===== config.mk =====
export PLATFORM = sky130hd
export DESIGN_NAME = axilite_timer
export DESIGN_NICKNAME = d
export VERILOG_FILES = /design/src/rtl/axilite_timer.sv
export SDC_FILE = /design/constraint.sdc
export NUM_CORES = 1
export LEC_CHECK = 0
export BUFFER_PORTS_ARGS = -buffer_cell sky130_fd_sc_hd__buf_4
export CAP_MARGIN = 20
export CORE_ASPECT_RATIO = 1.75
export CORE_UTILIZATION = 55
export DETAILED_ROUTE_END_ITERATION = 10
export HOLD_SLACK_MARGIN = 0.08
export PLACE_DENSITY = 0.81
export SYNTH_ARGS = -nofsm -noshare
export SYNTH_HDL_FRONTEND = slang
export SYNTH_SLANG_ARGS = --single-unit

===== constraint.sdc =====
create_clock -name clock_i -period 3 [get_ports clock_i]
set_clock_uncertainty 0.05 [all_clocks]
set_input_delay 0.3 -clock clock_i [delete_from_list [all_inputs] [get_ports clock_i]]
set_output_delay 0.3 -clock clock_i [all_outputs]
set_load 0.02 [all_outputs]

===== src/rtl/axilite_timer.sv =====
// axilite_timer: AXI4-Lite slave with a 32-bit reloadable down-counter and a level interrupt.
// The optional prescaler is compiled in when AXILITE_TIMER_PRESCALER_EN is defined.
// Register offsets use addr[4:2]: CTRL, STATUS, LOAD, COUNT, PRESCALE, then three unmapped slots.
module axilite_timer #(
    parameter int unsigned ADDR_WIDTH = 32,
    parameter int unsigned DATA_WIDTH = 32
) (
    input  logic                    clock_i,
    input  logic                    reset_ni,
    output logic                    int_o,
    input  logic [ADDR_WIDTH-1:0]   s_axilite_awaddr,
    input  logic [2:0]              s_axilite_awprot,
    input  logic                    s_axilite_awvalid,
    output logic                    s_axilite_awready,
    input  logic [DATA_WIDTH-1:0]   s_axilite_wdata,
    input  logic [DATA_WIDTH/8-1:0] s_axilite_wstrb,
    input  logic                    s_axilite_wvalid,
    output logic                    s_axilite_wready,
    output logic [1:0]              s_axilite_bresp,
    output logic                    s_axilite_bvalid,
    input  logic                    s_axilite_bready,
    input  logic [ADDR_WIDTH-1:0]   s_axilite_araddr,
    input  logic [2:0]              s_axilite_arprot,
    input  logic                    s_axilite_arvalid,
    output logic                    s_axilite_arready,
    output logic [DATA_WIDTH-1:0]   s_axilite_rdata,
    output logic [1:0]              s_axilite_rresp,
    output logic                    s_axilite_rvalid,
    input  logic                    s_axilite_rready
);

    localparam logic [1:0] RESP_OKAY   = 2'b00;
    localparam logic [1:0] RESP_SLVERR = 2'b10;

    // The datapath is built for a 32-bit bus only.
    if (DATA_WIDTH != 32) begin : g_bad_data_width
        $error("axilite_timer: DATA_WIDTH must be 32");
    end
    if (ADDR_WIDTH < 6) begin : g_bad_addr_width
        $error("axilite_timer: ADDR_WIDTH must be at least 6");
    end

    logic        aw_held_q, w_held_q;
    logic [2:0]  aw_idx_q;
    logic [31:0] wdata_q;
    logic [3:0]  wstrb_q;
    logic        awready_q, wready_q, bvalid_q, arready_q, rvalid_q;
    logic [1:0]  bresp_q, rresp_q;
    logic [31:0] rdata_q;
    logic        en_q, auto_q, ie_q, pend_q, int_q;
    logic [31:0] load_q, count_q;

    logic        aw_hs, w_hs, ar_hs, commit;
    logic        aw_held_n, w_held_n, bvalid_n, rvalid_n;
    logic [31:0] wmask;
    logic        wr_ctrl, wr_status, wr_load, wr_count;
    logic        tick;
    logic        en_n, auto_n, ie_n, pend_n;
    logic [31:0] load_n, count_n;
    logic [31:0] rd_data;
    logic        rd_err;
    logic        unused_inputs;

    assign s_axilite_awready = awready_q;
    assign s_axilite_wready  = wready_q;
    assign s_axilite_bvalid  = bvalid_q;
    assign s_axilite_bresp   = bresp_q;
    assign s_axilite_arready = arready_q;
    assign s_axilite_rvalid  = rvalid_q;
    assign s_axilite_rresp   = rresp_q;
    assign s_axilite_rdata   = rdata_q;
    assign int_o             = int_q;

    // Only addr[4:2] is decoded; prot is ignored.
    assign unused_inputs = ^{s_axilite_awaddr[ADDR_WIDTH-1:5], s_axilite_awaddr[1:0],
                             s_axilite_araddr[ADDR_WIDTH-1:5], s_axilite_araddr[1:0],
                             s_axilite_awprot, s_axilite_arprot};

    // Handshakes and next state of the single-outstanding write/read tracking.
    assign aw_hs     = s_axilite_awvalid & awready_q;
    assign w_hs      = s_axilite_wvalid & wready_q;
    assign ar_hs     = s_axilite_arvalid & arready_q;
    assign commit    = aw_held_q & w_held_q;
    assign aw_held_n = ~commit & (aw_held_q | aw_hs);
    assign w_held_n  = ~commit & (w_held_q | w_hs);
    assign bvalid_n  = commit | (bvalid_q & ~s_axilite_bready);
    assign rvalid_n  = ar_hs | (rvalid_q & ~s_axilite_rready);

    assign wmask     = {{8{wstrb_q[3]}}, {8{wstrb_q[2]}}, {8{wstrb_q[1]}}, {8{wstrb_q[0]}}};
    assign wr_ctrl   = commit & (aw_idx_q == 3'd0);
    assign wr_status = commit & (aw_idx_q == 3'd1);
    assign wr_load   = commit & (aw_idx_q == 3'd2);
    assign wr_count  = commit & (aw_idx_q == 3'd3);

`ifdef AXILITE_TIMER_PRESCALER_EN
    logic [15:0] prescale_q, presc_cnt_q;
    logic        wr_presc;

    assign wr_presc = commit & (aw_idx_q == 3'd4);
    assign tick     = (presc_cnt_q == prescale_q);

    // Prescale register and divider; the divider restarts while disabled or on reprogramming.
    always_ff @(posedge clock_i) begin
        if (!reset_ni) begin
            prescale_q  <= '0;
            presc_cnt_q <= '0;
        end else begin
            if (wr_presc) begin
                prescale_q <= (prescale_q & ~wmask[15:0]) | (wdata_q[15:0] & wmask[15:0]);
            end
            if (!en_q || wr_presc || tick) begin
                presc_cnt_q <= '0;
            end else begin
                presc_cnt_q <= presc_cnt_q + 16'd1;
            end
        end
    end
`else
    assign tick = 1'b1;
`endif

    // Counter update, then software writes on the commit edge take precedence.
    always_comb begin
        en_n    = en_q;
        auto_n  = auto_q;
        ie_n    = ie_q;
        count_n = count_q;
        load_n  = load_q;
        pend_n  = pend_q;
        if (tick && en_q) begin
            if (count_q != 32'd0) begin
                count_n = count_q - 32'd1;
            end else begin
                pend_n = 1'b1;
                if (auto_q) begin
                    count_n = load_q;
                end else begin
                    en_n = 1'b0;
                end
            end
        end
        if (wr_status && wstrb_q[0] && wdata_q[0] && !(tick && en_q && count_q == 32'd0)) begin
            pend_n = 1'b0;
        end
        if (wr_ctrl && wstrb_q[0]) begin
            {ie_n, auto_n, en_n} = wdata_q[2:0];
        end
        if (wr_count) begin
            count_n = (count_q & ~wmask) | (wdata_q & wmask);
        end
        if (wr_load) begin
            load_n = (load_q & ~wmask) | (wdata_q & wmask);
        end
    end

    // Read data mux, sampled at the AR handshake.
    always_comb begin
        rd_data = '0;
        rd_err  = 1'b0;
        case (s_axilite_araddr[4:2])
            3'd0: rd_data = {29'd0, ie_q, auto_q, en_q};
            3'd1: rd_data = {31'd0, pend_q};
            3'd2: rd_data = load_q;
            3'd3: rd_data = count_q;
`ifdef AXILITE_TIMER_PRESCALER_EN
            3'd4: rd_data = {16'd0, prescale_q};
`else
            3'd4: rd_data = '0;
`endif
            default: rd_err = 1'b1;
        endcase
    end

    // Bus channel registers and timer state.
    always_ff @(posedge clock_i) begin
        if (!reset_ni) begin
            aw_held_q <= 1'b0;
            w_held_q  <= 1'b0;
            aw_idx_q  <= '0;
            wdata_q   <= '0;
            wstrb_q   <= '0;
            awready_q <= 1'b0;
            wready_q  <= 1'b0;
            bvalid_q  <= 1'b0;
            bresp_q   <= RESP_OKAY;
            arready_q <= 1'b0;
            rvalid_q  <= 1'b0;
            rresp_q   <= RESP_OKAY;
            rdata_q   <= '0;
            en_q      <= 1'b0;
            auto_q    <= 1'b0;
            ie_q      <= 1'b0;
            pend_q    <= 1'b0;
            int_q     <= 1'b0;
            load_q    <= '0;
            count_q   <= '0;
        end else begin
            aw_held_q <= aw_held_n;
            w_held_q  <= w_held_n;
            if (aw_hs) begin
                aw_idx_q <= s_axilite_awaddr[4:2];
            end
            if (w_hs) begin
                wdata_q <= s_axilite_wdata;
                wstrb_q <= s_axilite_wstrb;
            end
            awready_q <= ~aw_held_n & ~bvalid_n;
            wready_q  <= ~w_held_n & ~bvalid_n;
            bvalid_q  <= bvalid_n;
            if (commit) begin
                bresp_q <= (aw_idx_q >= 3'd5) ? RESP_SLVERR : RESP_OKAY;
            end
            arready_q <= ~rvalid_n;
            rvalid_q  <= rvalid_n;
            if (ar_hs) begin
                rdata_q <= rd_data;
                rresp_q <= rd_err ? RESP_SLVERR : RESP_OKAY;
            end
            en_q    <= en_n;
            auto_q  <= auto_n;
            ie_q    <= ie_n;
            pend_q  <= pend_n;
            load_q  <= load_n;
            count_q <= count_n;
            int_q   <= pend_q & ie_q;
        end
    end

endmodule


# After elaboration in Yosys (flattened, before gate mapping)
# Index checks and enable logic that the tools add are counted.
[word_totals] reg_bits=151 out_inout_bits=42
[classes] n_addsub=1 order_cmp=1 n_eq_ne=7 n_mux=11 bitwise_logic=34 reduce_logical=16
[op_table] cell="$mux W32" count=4
[op_table] cell="$pmux W32 S4" count=1
[op_table] cell="$and A32 B32 Y32" count=3
[op_table] cell="$or A32 B32 Y32" count=2
[op_table] cell="$logic_not A32 Y1" count=1
[op_table] cell="$not A32 Y32" count=1
[op_table] cell="$reduce_bool A32 Y1" count=1
[op_table] cell="$sub A32 B1 Y32 const B" count=1
[op_table] cell="$and A1 B1 Y1" count=15
[op_table] cell="$eq A3 B2 Y1 const B" count=4
[op_table] cell="$not A1 Y1" count=9
[op_table] cell="$eq A3 B1 Y1 const B" count=2
[op_table] cell="$logic_not A3 Y1" count=2
[op_table] cell="$logic_and A1 B1 Y1" count=5
[op_table] cell="$reduce_or A5 Y1" count=1
[op_table] cell="$mux W1" count=4
[op_table] cell="$mux W2" count=2
[op_table] cell="$or A1 B1 Y1" count=4
[op_table] cell="$reduce_and A2 Y1" count=2
[op_table] cell="$eq A3 B3 Y1 const B" count=1
[op_table] cell="$ge A3 B3 Y1 const B" count=1
[op_table] cell="$reduce_bool A3 Y1" count=1
[op_table] cell="$reduce_bool A2 Y1" count=1
[op_table] cell="$reduce_or A2 Y1" count=1
[op_table] cell="$logic_not A1 Y1" count=1

# Depth between registers and ports, before layout
[logic_depth] depth_word=6 ltp_mapped=10 mapped_depth_nobuf=8

# Least setup slack after synthesis
# OpenSTA, ideal clock, no wires.
[synth_path] kind="register to register" start="register (tool-made name)" end="register (tool-made name)" setup_time_ps=119 arrival_ps=2444 path_slack_ps=387 path_stages_with_launch=10 n_path_buf=3 synth_period_minus_slack_ps=2613 cell_sequence="dfxtp_1 buf_6 or4_1 or3_1 buf_2 or3_1 buf_4 o21ai_4 nand2_2 o221a_1"

==> run summary <==
Cts-stage hold buffer count = 6
Reg clk slew, reported paths = 0.06 ns
Core ar. = 0.0125 mm²
Peak VDD IR = 411 µV
Die area = 0.0133 mm²
CTS max path bufs = 2
Yosys top cell by area = dfxtp_1
Post-layout min period = 2.74 ns
Critical Path End Type = flop
Hold Path Class = in2reg
Root Buffer = clkbuf_16
Final setup vio count = 0
CTS Buf Count = 17
Seq cells post-synth = 149
Die height = 152 µm
Vias in the first global route = 6,508
Num rows = 54
Status = complete, no violations
Largest net degree at the start of global routing = 77
Power Dens Cells = 531 mW/mm²
Final hold vios = 0
Netlist cell types = 66
Synth Cell Area = 0.00707 mm²
Worst slew pin tran = 0.925 ns
Mean number of vias per cell = 5.97
Vias = 6,697
WL final = 18,600 µm
Final nets = 1,056
Sequential-to-total area share from yosys stat = 42.2%
Layout cells sized above 1 = 17.7%
First-pass iteration count of the detailed router = 5
Io pins = 155
Main synth FF type = dfxtp_1
EDFF count, synth = 0
First-pass GRT wire length = 30,900 µm
Fraction of registers with async set/reset = 0%
Synth warn = 0
Gr ovfl total = 0
Final antenna-violating net count = 0
Setup bufs post-CTS = 0
CTS tree = yes
Most common cell in the synthesized netlist = dfxtp_1
DR WL/cell = 16.6 µm
Htree depth = 4
Register-to-Register Path Depth = 7
Max-slew violations = 0
RSZ-0062 raised after global routing = false
GP Congestion = 0.904
DRT iter0 DRCs = 459
Tot GR Track Use = 29.4%
Post-Synthesis Cells = 853
Lkg Pwr = 3.41 nW
FMAX = 364 MHz
Post-route DRC = 0
Avg Inst Size Synth = 8.29 µm²
CP max FO = 12
CTS Sinks = 149
Synth-to-Final Area Change = 21.9%
N_diodes = 0
Top cell type's share of synthesized area = 42.2%
Commonest cells in the netlist = dfxtp_1, nand2_1, a21boi_0
Post-CTS resize count = 0
Largest cells by area after synthesis = dfxtp_1, nand2_1, a21boi_0
Max cap viols = 0
Die X-Extent = 87.7 µm
Worst Path Arrival = 3.05 ns
Initial antenna violation count = 0
Initial Util = 56.5%
PortBufs = 88
Relative slew slack = 38.1%
Critical Path RT = 3.30 ns
Final Cycle Share = 91.5%
Clock Latency Late Sink = 0.43 ns
Crit Path Class = reg2reg
Worst hold margin = 0.0831 ns
DP HPWL = 12,300 µm
Total negative setup slack = 0 ns
Worst hold path cell count = 3
Setup crit start kind = flop
critical path, stage by stage, from the launching register on:
cell and delay [ns]:
dfxtp_1 0.36, or4_4 0.57, or3_1 0.42, or3_1 0.48, o21ai_4 0.26, buf_4 0.26, o21ai_0 0.11, a21oi_1 0.16
kinds of logic (layout without fill, tap and decap cells):
logic type / after synthesis / in the layout / share of synthesized area [%]
AOI/OAI and AO/OA: 239 / 239 / 24.0
xor gates and xnor gates: 17 / 17 / 2.11
other: 1 / 2 / 0.0531
DFF: 149 / 149 / 42.2
and+or+nand+nor: 365 / 365 / 25.1
muxes: 13 / 13 / 2.05
adders and majority gates: 2 / 2 / 0.354
buffers and inverters: 67 / 166 / 4.12
cells in the final DEF (no fill, tap or decap), drive strengths merged, types with 8 or more instances in the layout:
master  Yosys  routed
and2        8       8
nor2       67      67
a221oi     31      31
nor3       15      15
buf        13     125
xor2        9       9
a21boi     69      69
xnor2       8       8
a21oi      30      30
nor4       15      15
nand2     142     142
mux2i      10      10
nand3      38      38
clkbuf     50      19
dfxtp     149     149
nor3b      31      31
nor2b      14      14
o211ai     13      13
o21ai      51      51
routing by layer:
layer	wire, µm	vias up	share of wire [%]	GRT usage (%)
li1	-	3243	-	-
met1	7340	3130	39	33.8
met2	9620	261	52	50.7
met3	983	63	5.3	4.67
met4	653	0	3.5	15.9
met5	0	-	0	0
path summary, 6_finish.rpt:
kind,from,slack (ns),end
max,flop,0.26,flop
max reg2reg,flop,0.26,flop
min,s_axilite_wdata[1],0.08,wdata_q[1]
min reg2reg,s_axilite_bresp[1],0.42,s_axilite_bresp[1]
power breakdown:
part           switching, mW  total, mW  internal, mW  leakage [nW]
registers             0.0482       2.09          2.04          1.21
logic                  0.188      0.349         0.161          1.92
clock network          0.837       2.14          1.30         0.280
total                   1.07       4.57          3.50          3.41
per-stage QoR:
step / total power [mW] / utilization (%) / cell area, µm² / instances / setup WS (ns)
CTS: 4.60 / 68.9 / 8610 / 1121 / 0.297
global placement: 2.46 / 63.7 / 7970 / 1084 / 0.359
floorplan: 2.31 / - / 7070 / 854 / 0.387
detailed placement: 2.47 / 63.7 / 7970 / 1084 / 0.310
finish: 4.57 / 68.9 / 8610 / 1121 / 0.256
global route: 4.72 / 68.9 / 8610 / 1121 / 0.113
layout make-up:
class / instances / area [µm²]
Inverter: 4 / 15.0
Multi-Input combinational cell: 638 / 3810
Sequential cell: 149 / 2980
Fill cell: 1050 / 3890
Clock inverter: 12 / 154
Tap cell: 168 / 210
Timing Repair Buffer: 131 / 1010
Clock buffer: 19 / 433
Power figures use the tool's default switching activity.
